==> src/rtl/tim_input_filter_ctrl.sv <==
// Timer input-capture filter: synchronises TIx, samples at the ICxF-selected rate and only
// accepts a new level after N consecutive disagreeing samples; emits registered edge pulses.
module tim_input_filter_ctrl #(
  parameter int CHANNELS = 4
) (
  input  logic                    clk_i,
  input  logic                    aresetn_i,
  input  logic [1:0]              ckd_i,
  input  logic [4*CHANNELS-1:0]   icf_i,
  input  logic [CHANNELS-1:0]     ti_i,
  output logic [CHANNELS-1:0]     tif_o,
  output logic [CHANNELS-1:0]     rise_o,
  output logic [CHANNELS-1:0]     fall_o
);

  logic [CHANNELS-1:0]        sync1_q, sync2_q;
  logic [1:0]                 ckd_q;
  logic [4*CHANNELS-1:0]      icf_q;
  logic [1:0]                 pre_q, pre_d;
  logic [4:0]                 div_q, div_d;
  logic [CHANNELS-1:0][2:0]   cnt_q, cnt_d;
  logic [CHANNELS-1:0]        tif_q, tif_d;
  logic [CHANNELS-1:0]        rise_q, rise_d;
  logic [CHANNELS-1:0]        fall_q, fall_d;
  logic                       ckd_chg;
  logic                       dts_tick;
  logic [CHANNELS-1:0]        strobe;

  // Event count N required to accept a new level.
  function automatic logic [3:0] filt_n(input logic [3:0] code);
    case (code)
      4'h0:                      filt_n = 4'd1;
      4'h1:                      filt_n = 4'd2;
      4'h2:                      filt_n = 4'd4;
      4'h3, 4'h5, 4'h7, 4'h9,
      4'hC, 4'hF:                filt_n = 4'd8;
      4'hA, 4'hD:                filt_n = 4'd5;
      default:                   filt_n = 4'd6;
    endcase
  endfunction

  // Sampling strobe for a code, given the shared DTS tick and divider.
  function automatic logic filt_strobe(input logic [3:0] code, input logic tick,
                                       input logic [4:0] div);
    case (code)
      4'h0:             filt_strobe = tick;
      4'h1, 4'h2, 4'h3: filt_strobe = 1'b1;
      4'h4, 4'h5:       filt_strobe = tick & div[0];
      4'h6, 4'h7:       filt_strobe = tick & (&div[1:0]);
      4'h8, 4'h9:       filt_strobe = tick & (&div[2:0]);
      4'hA, 4'hB, 4'hC: filt_strobe = tick & (&div[3:0]);
      default:          filt_strobe = tick & (&div[4:0]);
    endcase
  endfunction

  assign ckd_chg = (ckd_i != ckd_q);

  always_comb begin
    case (ckd_q)
      2'b01:   dts_tick = pre_q[0];
      2'b10:   dts_tick = &pre_q;
      default: dts_tick = 1'b1;
    endcase
    pre_d = ckd_chg ? 2'd0 : pre_q + 2'd1;
    div_d = ckd_chg ? 5'd0 : (dts_tick ? div_q + 5'd1 : div_q);
  end

  always_comb begin
    cnt_d  = cnt_q;
    tif_d  = tif_q;
    strobe = '0;
    for (int c = 0; c < CHANNELS; c++) begin
      strobe[c] = filt_strobe(icf_q[4*c +: 4], dts_tick, div_q);
      // A config change on either the channel or the DTS divider wins over sampling.
      if (ckd_chg || (icf_i[4*c +: 4] != icf_q[4*c +: 4])) begin
        cnt_d[c] = 3'd0;
      end else if (strobe[c]) begin
        if (sync2_q[c] == tif_q[c]) begin
          cnt_d[c] = 3'd0;
        end else if ({1'b0, cnt_q[c]} + 4'd1 == filt_n(icf_q[4*c +: 4])) begin
          tif_d[c] = sync2_q[c];
          cnt_d[c] = 3'd0;
        end else begin
          cnt_d[c] = cnt_q[c] + 3'd1;
        end
      end
    end
    rise_d = tif_d & ~tif_q;
    fall_d = ~tif_d & tif_q;
  end

  always_ff @(posedge clk_i or negedge aresetn_i) begin
    if (!aresetn_i) begin
      sync1_q <= '0;
      sync2_q <= '0;
      ckd_q   <= '0;
      icf_q   <= '0;
      pre_q   <= '0;
      div_q   <= '0;
      cnt_q   <= '0;
      tif_q   <= '0;
      rise_q  <= '0;
      fall_q  <= '0;
    end else begin
      sync1_q <= ti_i;
      sync2_q <= sync1_q;
      ckd_q   <= ckd_i;
      icf_q   <= icf_i;
      pre_q   <= pre_d;
      div_q   <= div_d;
      cnt_q   <= cnt_d;
      tif_q   <= tif_d;
      rise_q  <= rise_d;
      fall_q  <= fall_d;
    end
  end

  assign tif_o  = tif_q;
  assign rise_o = rise_q;
  assign fall_o = fall_q;

endmodule

==> config.mk <==
export PLATFORM = sky130hd
export DESIGN_NAME = tim_input_filter_ctrl
export DESIGN_NICKNAME = d
export VERILOG_FILES = /design/src/rtl/tim_input_filter_ctrl.sv
export SDC_FILE = /design/constraint.sdc
export NUM_CORES = 1
export LEC_CHECK = 0
export BUFFER_PORTS_ARGS = -buffer_cell sky130_fd_sc_hd__buf_2
export CORE_AREA = 10 10 113 115
export CTS_BUF_LIST = sky130_fd_sc_hd__clkbuf_16
export CTS_CLUSTER_DIAMETER = 80
export DETAILED_ROUTE_END_ITERATION = 16
export DIE_AREA = 0 0 123 125
export GPL_TIMING_DRIVEN = 0
export PLACE_DENSITY_LB_ADDON = 0.3
export SLEW_MARGIN = 30
export SYNTH_ARGS = -nofsm -noshare
export SYNTH_HDL_FRONTEND = slang
export SYNTH_SLANG_ARGS = --single-unit
==> constraint.sdc <==
create_clock -name clk_i -period 2.99 [get_ports clk_i]
set_input_delay 0.1495 -clock clk_i [delete_from_list [all_inputs] [get_ports clk_i]]
set_output_delay 0.1495 -clock clk_i [all_outputs]
set_load 0.01 [all_outputs]
# Word level (Yosys, flattened, before mapping)
# Memory sizes are Yosys's and may differ from the RTL's.
# Cells that the tools add are included.
[totals]
input_bits = 24
wordCells = 189
mem_bits_ro = 256
mem_count = 4
reg_bits = 57
out_inout_bits = 12
[memory_table]
columns = ["name", "depth", "width", "read_ports", "rd_ports_with_merged_regs", "write_ports", "line_no", "rtl"]
rows = [
  ["(no name shown)", 16, 4, 1, 0, 0, "31", "case (code)"],
  ["(no name shown)", 16, 4, 1, 0, 0, "31", ""],
  ["(no name shown)", 16, 4, 1, 0, 0, "31", ""],
  ["(no name shown)", 16, 4, 1, 0, 0, "31", ""],
]
[op_classes]
bitwise = 9
reduce_logical = 38
eq_ne = 63
add_sub_neg = 10
mux = 52
[op_table]
columns = ["op", "count"]
rows = [
  ["== test 4 bit (second input constant)", 20],
  ["== test 4 x 3 -> 1 bit (second input constant)", 16],
  ["two-way mux 3 bit", 16],
  ["two-way mux 4 bit", 12],
  ["== test 4 x 2 -> 1 bit (second input constant)", 8],
  ["one-hot mux 1 bit (6 select lines)", 4],
  ["OR reduction 2 bit", 12],
  ["OR reduction 3 bit", 8],
  ["adder 3 x 1 -> 4 bit (second input constant)", 4],
  ["== test 4 x 1 -> 1 bit (second input constant)", 4],
  ["== test 4 bit", 4],
  ["logical NOT 4 bit", 4],
  ["two-way mux 1 bit", 16],
  ["inequality test 4 bit", 4],
  ["adder 3 x 1 -> 3 bit (second input constant)", 4],
  ["two-way mux 5 bit", 2],
  ["nonzero test 2 bit", 5],
  ["bitwise AND 4 bit", 2],
  ["NOT 4 bit", 2],
  ["adder 5 x 1 -> 5 bit (second input constant)", 1],
  ["bitwise AND 1 bit", 5],
  ["AND reduction 5 bit", 1],
  ["== test 1 bit", 4],
  ["logical OR 1 bit", 4],
  ["9 further kinds", 10],
]

# Longest topological paths before layout
[depth]
ltp_word = 13
depth_mapped = 10
mapped_depth_nobuf = 9

# Least setup slack after synthesis
# OpenSTA, ideal clock, no wires.
[synth_path]
path_type = "register to register"
from = "register div_q[0]"
to = "register tif_q[2] (netlist: tif_o[2])"
path_slack_ns = 0.458
path_stages_with_launch = 10
setup_ns = 0.125
arrival_time_ns = 2.407
n_path_buf = 1
path_cell_list = "dfrtp_1 ha_1 and3_1 clkbuf_1 ha_1 inv_1 o311a_1 o221ai_1 o211ai_1 mux2_2"
[synth_between]
elab_chain_cells = 5
word_cells_on_any_way = 12
[synth_lines]
columns = ["element", "line_no", "rtl"]
rows = [
  ["start: declaration", "20", "logic [4:0] div_q, div_d;"],
  ["start signal: assignment", "110", "div_q <= div_d;"],
  ["AND reduction 5 bit, or another cell as far along", "52", "default: filt_strobe = tick & (&div[4:0]);"],
  ["bitwise AND 1 bit, on equally long branches", "--", ""],
  ["one-hot mux 1 bit (6 select lines) *", "45", "case (code)"],
  ["two-way mux 1 bit *", "77", "end else if (strobe[c]) begin"],
  ["two-way mux 1 bit *", "75", "if (ckd_chg || (icf_i[4*c +: 4] != icf_q[4*c +: 4])) begin"],
  ["named net tif_d[2]", "22", "logic [CHANNELS-1:0] tif_q, tif_d;"],
  ["end signal: assignment", "112", "tif_q <= tif_d;"],
  ["end: declaration", "22", ""],
]
# Mark *: on every way through the listed nets, which the timed path passes. The rest lies on a longest branch.
# A chain may end at the register's enable or synchronous reset.

# Worst setup path after layout
[layout_path]
from = "register div_q[0]"
to = "register tif_q[0] (netlist: tif_o[0])"
# The elaborated chain is that of the path after synthesis.

==> impl_metrics.env <==
export IMPL_synth_area_um2=3951
export IMPL_hold_viol=0
export IMPL_dp_hpwl_mm=6.384
export IMPL_clkTransAtPathRegs_ns=0.06
export IMPL_drtPass1Iterations=4
export IMPL_leakage_nw=2.124
export IMPL_synth_top_family_by_area="simple AND/OR/NAND/NOR gates"
export IMPL_finalPower_mw=2.151
export IMPL_rsz0062_at_grt="false"
export IMPL_swShare=0.2649
export IMPL_antenna_found_initial=0
export IMPL_rows=38
export IMPL_cts_inserted_buffers=9
export IMPL_synth_simple_gate_area_frac=0.1748
export IMPL_path_buf_inv=1
export IMPL_synthArstFlopShare=1.000
export IMPL_drt_initial_drc_count=133
export IMPL_place_ws_ns=-0.1103
export IMPL_fin_worst_skew_ns=0.01175
export IMPL_timing_worst_setup_path_type="flop to flop"
export IMPL_cts_sinks=57
export IMPL_worst_slew_pin_slew_ns=0.7871
export IMPL_hold_class="flop to flop"
export IMPL_place_congestion=0.8137
export IMPL_totalWireLength_mm=8.807
export IMPL_clk_latency_ns=0.34
export IMPL_cp_slowest_cell="dfrtp_1"
export IMPL_grt_max_degree=58
export IMPL_cts_tree="done"
export IMPL_root_buffer="clkbuf_16"
export IMPL_drive_gt1_frac=0.1781
export IMPL_synthTopCellsByArea="dfrtp_1 36%, ha_1 8.2%, mux4_2 6.3%"
export IMPL_antenna_cells=0
export IMPL_first_global_vias=3337
export IMPL_synth_fa_ha_area_frac=0.08233
export IMPL_period_needed_ns=2.794
export IMPL_wl_per_cell_um=14.53
export IMPL_syn_to_final_growth_pct=22.42
export IMPL_post_cts_buffers=0
export IMPL_outcome="complete, no violations"
export IMPL_h_tree_depth=3
export IMPL_internal_power_mw=1.581
export IMPL_grt_pass1_wl_mm=15.27
export IMPL_die_area_um2=15380
export IMPL_ant_nets=0
export IMPL_synth_top_cell_area_share=0.3610
export IMPL_final_setup_worst_slack_ns=0.1955
export IMPL_p_per_area_nw_per_um2=444.6
export IMPL_avgSynthCellArea_um2=10.05
export IMPL_placed_area_um2=4304
export IMPL_cp_top_family="simple AND/OR/NAND/NOR gates"
export IMPL_start_kind="flop"
export IMPL_overflow=0
export IMPL_slew_headroom=0.4721
export IMPL_post_route_drc_count=0
export IMPL_dieWidth_um=123
export IMPL_die_h_um=125
export IMPL_ys_flop_type="dfrtp_1"
export IMPL_muxShareOfSynthArea=0.1051
export IMPL_seqPwrFrac=0.381
export IMPL_yosysTopAreaCell="dfrtp_1"
export IMPL_drv_slew=0
export IMPL_max_freq_mhz=357.8
export IMPL_ios=36
export IMPL_portBuffers=35
export IMPL_fin_crit_sh=0.9346
export IMPL_cpPeakStageDelay_ns=0.49
export IMPL_clockPowerShare=0.467
export IMPL_synthCells=393
export IMPL_syn_nets=443
export IMPL_num_vias=3252
export IMPL_synth_compound_area_frac=0.1485
export IMPL_vias_per_cell=5.366
export IMPL_cts_max_path_buffers=2
export IMPL_yosys_cell_types_count=59
export IMPL_fillers=978
export IMPL_layout_nets=511
export IMPL_synth_seq_cells=57
export IMPL_setup_violations=0
export IMPL_initial_core_util=0.3727
export IMPL_arrival_ns=3.01
export IMPL_vdd_drop_max_mv=0.2257
export IMPL_crit_chain="ha_1 -> and3_1 -> ha_4 -> inv_1 -> a21oi_1 -> o22ai_1 -> a21o_1 -> or3_4 -> mux2_4"
export IMPL_stdcell_area_um2=4837
export IMPL_synth_edf_count=0
export IMPL_crit_required_ns=3.21
export IMPL_comb_power_share=0.152
export IMPL_gr_usage_all_layers=0.1195
export IMPL_yosys_warnings=0
export IMPL_synth_seq_area_share=0.3610
export IMPL_synth_xor_area_frac=0.07948
export IMPL_end_kind="flop"
export IMPL_cap_viol_max_count=0
export IMPL_core_um2=10600
export IMPL_netSwitchingPower_uw=569.7
export IMPL_path_max_fanout=7
## final timing paths
kind | slack [ns] | cells past startpoint | from | end
setup / recovery | 0.20 | 9 | div_q[0] | tif_o[0]
min in group asynchronous | 0.42 | 2 | aresetn_i | cnt_q[7]
max in group asynchronous | 2.08 | 2 | aresetn_i | sync2_q[0]
setup reg to reg | 0.20 | 9 | div_q[0] | tif_o[0]
hold reg to reg | 0.35 | 0 | sync1_q[2] | sync2_q[2]
hold / removal | 0.35 | 0 | sync1_q[2] | sync2_q[2]
## repair_timing
item                                    in CTS  in global routing
resized for setup                            2                  1
hold buffers                                23                  0
cloned                                       0                  0
pin swaps                                    0                  0
endpoints found under the setup margin       4                  5
hold endpoints to repair                    79                  0
## Yosys cell counts, types with 5 or more instances
| cell type | instances |
|---|---|
| mux2i_1 | 7 |
| a21oi_1 | 14 |
| or3_1 | 6 |
| a31oi_1 | 5 |
| o21ai_0 | 7 |
| nor4_1 | 6 |
| nor2_1 | 14 |
| nand2_1 | 28 |
| o211ai_1 | 7 |
| nor2b_1 | 7 |
| inv_1 | 30 |
| nor3b_1 | 7 |
| dfrtp_1 | 57 |
| mux4_2 | 11 |
| o2111ai_1 | 6 |
| nand3_1 | 9 |
| xor2_1 | 10 |
| mux2_2 | 5 |
| nor3_1 | 11 |
| ha_1 | 26 |
| nand4b_1 | 5 |
| and3_1 | 9 |
| buf_2 | 7 |
| xnor2_1 | 24 |
| clkbuf_1 | 6 |
| nand4_1 | 8 |
## layer usage
layer | share of wire | track usage | vias up
li1 | - | - | 1594
met1 | 0.43 | 0.1370 | 1610
met2 | 0.52 | 0.2064 | 33
met3 | 0.030 | 0.02880 | 15
met4 | 0.018 | 0.05003 | 0
met5 | 0 | 0 | -
## area by class of cell
| cell class | instances | area, um2 | share of cell area |
|---|---|---|---|
| multi-input combinational | 290 | 2351 | 0.4860 |
| timing repair buffer | 58 | 407.9 | 0.08432 |
| clock buffer | 9 | 225.2 | 0.04656 |
| buffer | 14 | 72.57 | 0.01500 |
| clock inverter | 7 | 62.56 | 0.01293 |
| sequential | 57 | 1426 | 0.2949 |
| tap | 140 | 175.2 | 0.03621 |
| inverter | 31 | 116.4 | 0.02406 |
## worst reg2reg max path, stage by stage (launching register included)
cell and delay, ns:
dfrtp_1 0.49, ha_1 0.30, and3_1 0.34, ha_4 0.23, inv_1 0.07, a21oi_1 0.17, o22ai_1 0.14, a21o_1 0.24
or3_4 0.40, mux2_4 0.30
## cells by family (layout without fill, tap and decap cells)
kind of cell    after synthesis  after routing
simple gates                125            125
compound gates               79             79
flops                        57             57
buf+inv                      46            119
xor+xnor                     35             35
fa+ha+maj                    26             26
mux                          25             25
## registers in the layout, summed over array words and instances (netlist names)
signal / count
sync1_q: 4
cnt_q: 12
fall_o: 4
sync2_q: 4
ckd_q: 2
rise_o: 4
icf_q: 16
tif_o: 4
div_q: 5
pre_q: 2
## power by group through the flow
stage	clock network, mW	logic, mW	registers [mW]
3_3_place_gp	0	0.293	0.831
4_1_cts	1.03	0.329	0.820
6_report	1.00	0.326	0.820
2_1_floorplan	0	0.219	0.827
5_1_grt	1.06	0.366	0.822
3_5_place_dp	0	0.303	0.833
## cells in the final DEF (no fill, tap or decap), types with 6 or more instances in the layout
master	count
nor2_1	14
nor4_1	6
nand4_1	8
o2111ai_1	6
nor2b_1	7
nand3_1	9
or3_1	6
a21oi_1	14
o21ai_0	7
dlygate4sd3_1	23
mux2i_1	7
inv_1	31
o211ai_1	7
nor3b_1	7
xnor2_1	24
dfrtp_1	57
mux4_2	11
and3_1	9
nand2_1	28
buf_2	41
ha_1	25
nor3_1	11
xor2_1	10
clkbuf_16	9
## stage by stage
step,setup TNS [ns],util,instances,hold WS [ns]
finish,0,0.4562,606,0.3457
detailed placement,-0.1527,0.4059,568,0.2614
global placement,-0.1007,0.4057,568,0.2575
floorplan,0,-,393,-0.1461
global route,0,0.4562,606,0.3491
CTS,0,0.4556,607,0.3465
(Power assumes the default switching activity.)
